===== config.mk =====
export PLATFORM = sky130hd
export DESIGN_NAME = sub_max
export DESIGN_NICKNAME = d
export VERILOG_FILES = /design/src/rtl/sub_max.sv
export SDC_FILE = /design/constraint.sdc
export NUM_CORES = 1
export LEC_CHECK = 0
export BUFFER_PORTS_ARGS = -buffer_cell sky130_fd_sc_hd__buf_2
export CAP_MARGIN = 25
export CORE_ASPECT_RATIO = 2
export CORE_MARGIN = 3
export CORE_UTILIZATION = 35
export DETAILED_ROUTE_END_ITERATION = 12
export SETUP_SLACK_MARGIN = 0.02
export SLEW_MARGIN = 20
export SYNTH_ARGS = -nofsm -noshare
export SYNTH_HDL_FRONTEND = slang
export SYNTH_SLANG_ARGS = --single-unit

===== constraint.sdc =====
create_clock -name clk -period 4.4 [get_ports clk]
set_input_delay 0.22 -clock clk [delete_from_list [all_inputs] [get_ports clk]]
set_output_delay 0.22 -clock clk [all_outputs]
set_load 0.1 [all_outputs]

===== src/rtl/sub_max.sv =====
// sub_max: softmax stage that follows the max-finder. It latches the frame
// maximum (scale) on the upstream done edge, streams the source memory,
// writes saturate(data - scale) to the destination memory and then hands off
// to the next stage with the ready/done handshake.
module sub_max #(
  parameter int AW        = 12,
  parameter int DW        = 32,
  parameter int DATA_SIZE = 1024,
  parameter int RD_LAT    = 1
) (
  input  logic          clk,
  input  logic          rst,
  input  logic          upstream_done,
  input  logic [DW-1:0] scale_in,
  output logic          sub_max_ready,
  input  logic [DW-1:0] data_in,
  output logic [AW-1:0] rd_addr,
  output logic [DW-1:0] wr_data,
  output logic [AW-1:0] wr_addr,
  output logic          wr_ena,
  input  logic          downstream_ready,
  output logic          sub_max_done
);

  typedef enum logic [2:0] {
    IDLE  = 3'd0,
    RUN   = 3'd1,
    DRAIN = 3'd2,
    DONE  = 3'd3,
    HOLD  = 3'd4
  } state_t;

  localparam logic [AW-1:0] LAST_ADDR  = AW'(DATA_SIZE - 1);
  localparam logic [2:0]    DRAIN_LAST = 3'(RD_LAT);

  state_t        state_r;
  state_t        state_s;
  logic          upstream_done_q;
  logic          start_s;
  logic [DW-1:0] scale_r;
  logic [AW-1:0] cnt_r;
  logic [2:0]    drain_cnt_r;
  logic          ready_r;
  logic          done_r;

  // Read-side delay line: stage RD_LAT-1 lines up with the returning data_in.
  logic [RD_LAT-1:0] vld_sr;
  logic [AW-1:0]     addr_sr [RD_LAT];
  logic              wr_ena_r;
  logic [AW-1:0]     wr_addr_r;
  logic [DW-1:0]     wr_data_r;

  // Saturating signed subtract computed one bit wider than the operands;
  // the two top bits disagree exactly when the result leaves the DW range.
  function automatic logic [DW-1:0] sat_sub(input logic [DW-1:0] a,
                                            input logic [DW-1:0] b);
    logic signed [DW:0] diff;
    diff = $signed({a[DW-1], a}) - $signed({b[DW-1], b});
    if (diff[DW] != diff[DW-1]) begin
      if (diff[DW]) begin
        sat_sub = {1'b1, {(DW-1){1'b0}}};
      end else begin
        sat_sub = {1'b0, {(DW-1){1'b1}}};
      end
    end else begin
      sat_sub = diff[DW-1:0];
    end
  endfunction

  assign start_s = upstream_done & ~upstream_done_q;

  // Next-state decode for the frame sequencer.
  always_comb begin
    state_s = state_r;
    case (state_r)
      IDLE: begin
        if (start_s && ready_r) state_s = RUN;
        else                    state_s = IDLE;
      end
      RUN: begin
        if (cnt_r == LAST_ADDR) state_s = DRAIN;
        else                    state_s = RUN;
      end
      DRAIN: begin
        if (drain_cnt_r == DRAIN_LAST) state_s = DONE;
        else                           state_s = DRAIN;
      end
      DONE: begin
        if (downstream_ready) state_s = IDLE;
        else                  state_s = HOLD;
      end
      HOLD: begin
        if (downstream_ready) state_s = IDLE;
        else                  state_s = HOLD;
      end
      default: state_s = IDLE;
    endcase
  end

  // State, scale latch, address/drain counters and registered handshake outputs.
  always_ff @(posedge clk or posedge rst) begin
    if (rst) begin
      state_r         <= IDLE;
      upstream_done_q <= 1'b0;
      scale_r         <= '0;
      cnt_r           <= '0;
      drain_cnt_r     <= 3'd0;
      ready_r         <= 1'b1;
      done_r          <= 1'b0;
    end else begin
      state_r         <= state_s;
      upstream_done_q <= upstream_done;
      ready_r         <= (state_s == IDLE);
      done_r          <= (state_s == DONE);
      if (state_r == IDLE && state_s == RUN) begin
        scale_r <= scale_in;
      end
      // cnt parks on the last address until the frame is handed off
      if (state_r == RUN && state_s == RUN) begin
        cnt_r <= cnt_r + AW'(1);
      end else if (state_s == IDLE) begin
        cnt_r <= '0;
      end
      if (state_r == DRAIN) begin
        drain_cnt_r <= drain_cnt_r + 3'd1;
      end else begin
        drain_cnt_r <= 3'd0;
      end
    end
  end

  // Valid/address delay line and the registered saturating write port.
  always_ff @(posedge clk or posedge rst) begin
    if (rst) begin
      vld_sr    <= '0;
      for (int i = 0; i < RD_LAT; i++) addr_sr[i] <= '0;
      wr_ena_r  <= 1'b0;
      wr_addr_r <= '0;
      wr_data_r <= '0;
    end else begin
      vld_sr[0]  <= (state_r == RUN);
      addr_sr[0] <= cnt_r;
      for (int i = 1; i < RD_LAT; i++) begin
        vld_sr[i]  <= vld_sr[i-1];
        addr_sr[i] <= addr_sr[i-1];
      end
      wr_ena_r <= vld_sr[RD_LAT-1];
      if (vld_sr[RD_LAT-1]) begin
        wr_addr_r <= addr_sr[RD_LAT-1];
        wr_data_r <= sat_sub(data_in, scale_r);
      end
    end
  end

  assign rd_addr       = cnt_r;
  assign wr_ena        = wr_ena_r;
  assign wr_addr       = wr_addr_r;
  assign wr_data       = wr_data_r;
  assign sub_max_ready = ready_r;
  assign sub_max_done  = done_r;

endmodule


Word level (Yosys, flattened, before mapping)
Cells that the tools add are included.
{"block": "totals", "reg_bits": 111, "input_bits": 68, "out_inout_bits": 59, "elab_cells": 43}
{"block": "op_classes", "add_sub_neg": 3, "eq_ne": 9, "mux": 10, "bitwise_logic": 2, "reduce_logical": 7}
{"operator": "$mux 32", "count": 2}
{"operator": "$sub 32x32->33", "count": 1}
{"operator": "$mux 12", "count": 2}
{"operator": "$add 12x1->12 const B", "count": 1}
{"operator": "$eq 12x10->1 const B", "count": 1}
{"operator": "$pmux 3 s4", "count": 1}
{"operator": "$eq 3x1->1 const B", "count": 3}
{"operator": "$eq 3x2->1 const B", "count": 3}
{"operator": "$logic_not 3->1", "count": 2}
{"operator": "$mux 3", "count": 2}
{"operator": "$add 3x1->3 const B", "count": 1}
{"operator": "$eq 3x3->1 const B", "count": 1}
{"operator": "$logic_and 1x1->1", "count": 3}
{"operator": "$mux 1", "count": 2}
{"operator": "$mux 2", "count": 1}
{"operator": "$reduce_bool 2->1", "count": 1}
{"operator": "$reduce_or 2->1", "count": 1}
{"operator": "$and 1x1->1", "count": 1}
{"operator": "$ne 1x1->1", "count": 1}
{"operator": "$not 1->1", "count": 1}

Depth between registers and ports, before layout
Gate-level depths: netlist of run 1.
{"block": "logic_depth", "ltp_word": 8, "ltp_mapped": 13, "ltp_nobuf": 12}

Least setup slack after synthesis of run 1
Ideal clock, no wire load.
{"block": "synth_path", "path_type": "reg2reg", "from": "register cnt_r[0], in the netlist rd_addr[0]", "to": "register state_r[0]", "setup_ps": 160, "arrival_ps": 2437, "required_ps": 4240, "slack_ps": 1803, "path_stages_with_launch": 7, "n_path_buf": 1, "path_cell_list": "dfrtp_1 > ha_1 > and4_1 > nand4_1 > nand2_1 > clkbuf_1 > o311ai_0"}
{"block": "synth_via", "elab_chain_len": 3}
{"element": "start: declaration", "line_no": "41", "rtl": "logic [AW-1:0] cnt_r;"}
{"element": "start signal: assignment", "line_no": "120", "rtl": "cnt_r <= cnt_r + AW'(1);"}
{"element": "$eq 12x10->1", "line_no": "81", "rtl": "if (cnt_r == LAST_ADDR) state_s = DRAIN;"}
{"element": "$mux 2", "line_no": "81"}
{"element": "$pmux 3 s4", "line_no": "75", "rtl": "case (state_r)"}
{"element": "named net state_s[0]", "line_no": "37", "rtl": "state_t state_s;"}
{"element": "end signal: assignment", "line_no": "111", "rtl": "state_r <= state_s;"}
{"element": "end: declaration", "line_no": "36", "rtl": "state_t state_r;"}
The timed path passes the listed nets, and every way through them passes these cells.
A chain may end at the register's enable or synchronous reset.

Worst setup path after layout of run 1
{"block": "layout_path", "from": "register scale_r[0]", "to": "register wr_data_r[10], in the netlist wr_data[10]"}
{"block": "layout_via", "elab_chain_len": 3}
{"element": "start: declaration", "line_no": "40", "rtl": "logic [DW-1:0] scale_r;"}
{"element": "start signal: assignment", "line_no": "116", "rtl": "scale_r <= scale_in;"}
{"element": "$sub 32x32->33 *", "line_no": "58", "rtl": "diff = $signed({a[DW-1], a}) - $signed({b[DW-1], b});"}
{"element": "$mux 32 / $ne 1x1->1 (equally long branches)", "line_no": "60, 59"}
{"element": "$mux 32 *", "line_no": "59", "rtl": "if (diff[DW] != diff[DW-1]) begin"}
{"element": "end signal: assignment", "line_no": "150", "rtl": "wr_data_r <= sat_sub(data_in, scale_r);"}
{"element": "end: declaration", "line_no": "51", "rtl": "logic [DW-1:0] wr_data_r;"}
Mark *: on every way between the ends. The rest lies on a longest branch, timed or not.

==> flow_metrics.env, run 1 <==
export IMPL_start_util_pct=36.2
export IMPL_ctsHtreeMaxLevel=3
export IMPL_hold_ws_ps=23.9
export IMPL_antenna_found_initial=0
export IMPL_post_cts_setup_buffers=0
export IMPL_place_hpwl_um=12900
export IMPL_gp_congestion=0.915
export IMPL_ys_ff_latch=111
export IMPL_hp_class="in -> reg"
export IMPL_fin_ws_ps=1150
export IMPL_post_synth_top_area_cell="dfrtp_1"
export IMPL_p_per_area_nw_per_um2=860
export IMPL_async_reset_ff_share_pct=100
export IMPL_synth_top_cell_area_share_pct=43.6
export IMPL_grt_overflow=0
export IMPL_syn_inst=641
export IMPL_fin_worst_skew_ps=7.65
export IMPL_cap_violations=0
export IMPL_ios=127
export IMPL_critPathLaunch="scale_r[0]$_DFFE_PP0P_"
export IMPL_worstHoldStart="downstream_ready"
export IMPL_clk_latency_ps=360
export IMPL_hold_violations=0
export IMPL_crit_path_end_kind="flip-flop"
export IMPL_ir_worst_vdd_mv=0.623
export IMPL_crit_required_ps=4600
export IMPL_clock_path_buffers=2
export IMPL_slowest_delay_ps=580
export IMPL_cpLargestDelayFamily="compound AO/OA/AOI/OAI gates"
export IMPL_synth_yosys_warnings=0
export IMPL_syn_to_final_growth_pct=18.3
export IMPL_grt_max_degree=81
export IMPL_ant_nets=0
export IMPL_seq_area_frac_synth_pct=44.0
export IMPL_ys_flop_type="dfrtp_1"
export IMPL_die_area_um2=19800
export IMPL_drc=0
export IMPL_cts_root_buffer="clkbuf_16"
export IMPL_yosys_cell_types_count=66
export IMPL_routed_wl_um=16700
export IMPL_worst_ep_arrival_time_ps=3450
export IMPL_slowest_stage="nor2_4"
export IMPL_syn_area_um2=6310
export IMPL_drt_pass1_iterations=4
export IMPL_p_leak_uw=0.00356
export IMPL_fmax_mhz=308
export IMPL_grt_total_usage_pct=17.2
export IMPL_fin_nets=867
export IMPL_wl_per_cell_um=17.1
export IMPL_fillers=1747
export IMPL_die_w_um=101
export IMPL_crit_type="reg -> reg"
export IMPL_vias=5103
export IMPL_synth_edff_count=0
export IMPL_initialDrtViolationCount=232
export IMPL_reg2reg_from="scale_r[0]$_DFFE_PP0P_"
export IMPL_dieHeight_um=196
export IMPL_placementRows=68
export IMPL_cts_buffers=9
export IMPL_reg2reg_setup_slack_ps=1150
export IMPL_dp_slack_ps=1120
export IMPL_cp_start_kind="flip-flop"
export IMPL_cts_sinks=111
export IMPL_via_per_inst=5.22
export IMPL_grt_pass1_vias=5225
export IMPL_status="completed"
export IMPL_netlist_top_cells_count="dfrtp_1, nand2_1, inv_1"
export IMPL_fin_crit_ps=3250
export IMPL_avgSynthCellArea_um2=9.85
export IMPL_synth_fp_nets=745
export IMPL_grt_first_pass_wirelength_um=26400
export IMPL_worstPathMaxFanout=24
export IMPL_fin_setup_tns_ps=0
export IMPL_diodes=0
export IMPL_rsz0062_at_grt="false"
export IMPL_cts_tree="built"
export IMPL_period_share_pct=73.9
export IMPL_drive_gt1_share_pct=29.4
export IMPL_slew_viol_final=0
export IMPL_io_buffers=126
export IMPL_path_clk_slew_ps=80
export IMPL_finalSetupViolations=0
export IMPL_yosysMostFrequentCell="dfrtp_1"
export IMPL_crit_buf_inv=1
export IMPL_synthTopCellsByArea="dfrtp_1, mux2_2, ha_1"
export IMPL_slew_headroom_pct=46.2
export IMPL_core_area_um2=17400
export IMPL_tightest_slew_ps=790
export IMPL_crit_chain="ha_1 > inv_1 > fa_1 > a211oi_1 > o21ai_1 > o21ai_2 > a211oi_2 > o31a_1 > mux2_4 > nor2_4 > a21oi_1"
-- flip-flops by register name, summed over array words and instances (netlist names) --
register         count
scale_r             32
wr_data             32
addr_sr             12
rd_addr             12
wr_addr             12
drain_cnt_r          3
state_r              3
sub_max_done         1
sub_max_ready        1
upstream_done_q      1
vld_sr               1
wr_ena               1
-- area by class of cell --
type / count / area (um2) / share of cell area, %
clock inverters: 6 / 61.3 / 0.821
inverters: 52 / 198 / 2.65
well taps: 210 / 263 / 3.52
repair buffers: 134 / 716 / 9.58
clock buffers: 10 / 239 / 3.20
multi-input cells: 455 / 3210 / 43.0
flip-flops and latches: 111 / 2780 / 37.2
-- path summary, 6_finish.rpt --
check | endpoint | cells after the start
setup / recovery | wr_data[10]$_DFFE_PP0P_ | 11
hold / removal | state_r[2]$_DFF_PP0_ | 2
setup reg to reg | wr_data[10]$_DFFE_PP0P_ | 11
hold reg to reg | wr_addr[1]$_DFFE_PP0P_ | 1
max in group asynchronous | scale_r[1]$_DFFE_PP0P_ | 4
min in group asynchronous | upstream_done_q$_DFF_PP0_ | 3
-- cells in the final DEF (no fill, tap or decap), drive strengths merged, types with 10 or more instances in the layout --
cell type	count
inv	54
xnor2	17
dfrtp	110
nand2	66
a21oi	59
o21ai	39
mux2	47
nor2	51
xor2	12
clkbuf	10
ha	35
buf	132
nand3	19
-- metrics by stage --
stage	util, %	cell area (um2)	cells	total power (uW)
after floorplan	-	6310	641	4900
after global placement	40.8	7120	959	5610
after detailed placement	40.8	7120	959	5650
after CTS	42.6	7430	976	6490
after global routing	42.8	7470	978	6840
final	42.8	7470	978	6420
-- what timing repair did --
action / CTS / global route
hold buffers: 1 / 1
resized for setup: 0 / 0
hold endpoints to repair: 1 / 20
-- per-layer routing --
metal	track usage (%)	routed length, um	vias up
met1	17.7	5910	2427
met5	0	0	-
met3	3.99	993	35
met2	32.3	9260	148
met4	7.05	526	0
li1	-	-	2493
-- worst reg2reg max path: stages (launching register included) --
cell and delay, ps:
dfrtp_1 350, ha_1 170, inv_1 60, fa_1 420, a211oi_1 280, o21ai_1 190, o21ai_2 230, a211oi_2 120
o31a_1 250, mux2_4 300, nor2_4 580, a21oi_1 160
-- power breakdown --
group	internal, uW	switching [uW]	leakage [uW]
Clock	414	410	0.000144
Sequential	1380	204	0.00138
Combinational	1110	2900	0.00204
Total	2910	3520	0.00356
-- cells by family after synthesis --
family / synth area share [%]
AOI/OAI and AO/OA: 17.1
xor gates and xnor gates: 4.02
adders and majority gates: 7.25
buffers and inverters: 5.09
DFF: 44.0
muxes: 9.12
and+or+nand+nor: 13.4
Power figures use the tool's default switching activity.
==> inputs of run 2 (changes only) <==
- ABC_AREA: default -> 1
- clock period: 4.4 -> 3.4 ns (I/O delays scaled with it)
==> flow_metrics.env, run 2 <==
export IMPL_fin_setup_tns_ps=0
export IMPL_start_util_pct=35.9
export IMPL_crit_required_ps=3690
export IMPL_slowest_stage="nand2_2"
export IMPL_crit_path_end_kind="flip-flop"
export IMPL_fin_crit_ps=2570
export IMPL_antenna_found_initial=0
export IMPL_vias=5965
export IMPL_drc=0
export IMPL_min_to="scale_r[17]$_DFFE_PP0P_"
export IMPL_post_route_util_pct=42.3
export IMPL_drt_pass1_iterations=4
export IMPL_dieHeight_um=203
export IMPL_netlist_top_cells_count="nand2_1, inv_1, dfrtp_1"
export IMPL_reg2reg_depth=12
export IMPL_cts_resized=0
export IMPL_final_common_cell="nand2_1"
export IMPL_synthTopCellsByArea="dfrtp_1, nand2_1, inv_1"
export IMPL_placementRows=71
export IMPL_seqCellArea_um2=2780
export IMPL_initialDrtViolationCount=228
export IMPL_crit_type="reg -> reg"
export IMPL_cts_sinks=111
export IMPL_ys_flop_type="dfrtp_1"
export IMPL_core_area_um2=18900
export IMPL_ios=127
export IMPL_gp_congestion=0.936
export IMPL_grt_total_usage_pct=18.3
export IMPL_crit_chain="inv_1 > ha_1 > a21oi_1 > and2_2 > nand2_1 > a21oi_2 > nand2_1 > nand2_1 > nand2_1 > nand2_2 > nand2_1 > a21oi_2"
export IMPL_grt_pass1_vias=6158
export IMPL_worstHoldStart="scale_in[17]"
export IMPL_routed_wl_um=18800
export IMPL_ys_ff_latch=111
export IMPL_hold_violations=0
export IMPL_cp_start_kind="flip-flop"
export IMPL_ant_nets=0
export IMPL_syn_area_um2=6790
export IMPL_timing_rr_end="wr_data[24]$_DFFE_PP0P_"
export IMPL_grt_max_degree=65
export IMPL_fillers=1982
export IMPL_final_cell_mix="nand2_1, buf_2, inv_1, dfrtp_1, nor2_1"
export IMPL_fin_worst_skew_ps=8.52
export IMPL_wl_met1_um=6470
export IMPL_top_layer_used="met4"
export IMPL_met3_length_um=628
export IMPL_slew_headroom_pct=60.2
export IMPL_wl_per_cell_um=14.6
export IMPL_diodes=0
export IMPL_finalSetupViolations=0
export IMPL_syn_to_final_growth_pct=18.0
export IMPL_syn_inst=900
export IMPL_drive_gt1_share_pct=21.4
export IMPL_critPathLaunch="scale_r[22]$_DFFE_PP0P_"
export IMPL_path_clk_slew_ps=80
export IMPL_status="completed"
export IMPL_holdPathStages=3
export IMPL_yosys_cell_types_count=39
export IMPL_grt_overflow=0
export IMPL_seq_area_frac_synth_pct=40.9
export IMPL_slew_viol_final=0
export IMPL_slowest_delay_ps=440
export IMPL_ctsHtreeMaxLevel=3
export IMPL_cts_buffers=9
export IMPL_critPathMostFrequentCell="nand2_1"
export IMPL_avgSynthCellArea_um2=7.54
export IMPL_place_hpwl_um=15100
export IMPL_wl_met2_um=10700
export IMPL_post_cts_setup_buffers=0
export IMPL_via_per_inst=4.64
export IMPL_async_reset_ff_share_pct=100
export IMPL_crit_buf_inv=1
export IMPL_hp_class="in -> reg"
export IMPL_clk_latency_ps=360
export IMPL_multiInputGateArea_um2=3410
export IMPL_die_w_um=104
export IMPL_worstPathMaxFanout=31
export IMPL_fmax_mhz=390
export IMPL_reg2reg_from="scale_r[22]$_DFFE_PP0P_"
export IMPL_tightest_slew_ps=595
export IMPL_io_buffers=126
export IMPL_cap_violations=0
export IMPL_reg2reg_setup_slack_ps=830
export IMPL_synth_edff_count=0
export IMPL_rsz0062_at_grt="false"
export IMPL_clock_path_buffers=2
export IMPL_yosysMostFrequentCell="nand2_1"
export IMPL_period_share_pct=75.5
export IMPL_grt_first_pass_wirelength_um=30300
export IMPL_fin_nets=1130
export IMPL_cpLargestDelayFamily="simple AND/OR/NAND/NOR gates"
export IMPL_worst_ep_arrival_time_ps=2850
export IMPL_synth_top_cell_area_share_pct=40.5
export IMPL_post_synth_top_area_cell="dfrtp_1"
export IMPL_synth_yosys_warnings=0
export IMPL_die_area_um2=21200
export IMPL_synth_fp_nets=1004
export IMPL_cts_root_buffer="clkbuf_16"
export IMPL_cts_tree="built"
run 2: cell count changes in the layout (fill, tap and decap cells not counted), moves of 18 or more:
cell | before | now
inv_1 | 50 | 120
nor2_1 | 50 | 85
nand2_2 | 1 | 19
nand2_1 | 65 | 293
a21oi_2 | 12 | 33
a21oi_1 | 47 | 25
mux2_2 | 45 | 1
nand3_1 | 19 | 43
run 2: cell families after synthesis:
group / share of synthesized area, %
buf+inv: 8.92
compound gates: 11.2
fa+ha+maj: 6.75
simple gates: 29.1
xor+xnor: 2.97
flops: 40.9
mux: 0.166
run 2: area by class of cell:
cell class,instances,area share (%)
multi-input cells,645,42.6
clock inverters,7,0.953
well taps,255,3.98
repair buffers,136,9.16
flip-flops and latches,111,34.7
inverters,123,5.80
clock buffers,9,2.81
run 2: worst max-delay path by stage:
stage          cells past startpoint                      end  slack [ps]
3_3_place_gp                      16   wr_data[2]$_DFFE_PP0P_         870
2_1_floorplan                      1     addr_sr[0]$_DFF_PP0_         300
5_1_grt                           14   wr_data[0]$_DFFE_PP0P_         520
3_5_place_dp                      16  wr_data[18]$_DFFE_PP0P_         820
6_report                          12  wr_data[24]$_DFFE_PP0P_         830
4_1_cts                           16  wr_data[18]$_DFFE_PP0P_         820
run 2: routing by layer:
layer / GRT usage, % / up-vias
met5: 0 / -
met4: 10.7 / 0
met3: 2.77 / 51
met2: 36.6 / 138
met1: 17.0 / 2710
li1: - / 3066
run 2: what timing repair did:
| action | in CTS | in global routing |
|---|---|---|
| endpoints found under the hold margin | 33 | 0 |
| setup endpoints to repair | 0 | 0 |
| hold buffers | 3 | 0 |
run 2: worst register-to-register path, delay by kind of cell (launching register included):
family	cells	cell delay [ps]
flops	1	330
simple gates	7	1120
compound gates	3	620
fa+ha+maj	1	380
buf+inv	1	50
run 2: per-stage QoR:
step                area [um2]  hold WS (ps)  instances  setup WS, ps
detailed placement        7680           247       1267           823
CTS                       8010          4.59       1286           819
finish                    8010          13.8       1286           835
global route              8010          14.4       1286           520
floorplan                 6790           201        900           301
global placement          7650           295       1266           870
Power of run 2 is left out: the tool's default activity adds up to more than one toggle a clock period on the data nets, which glitch-free logic cannot reach.
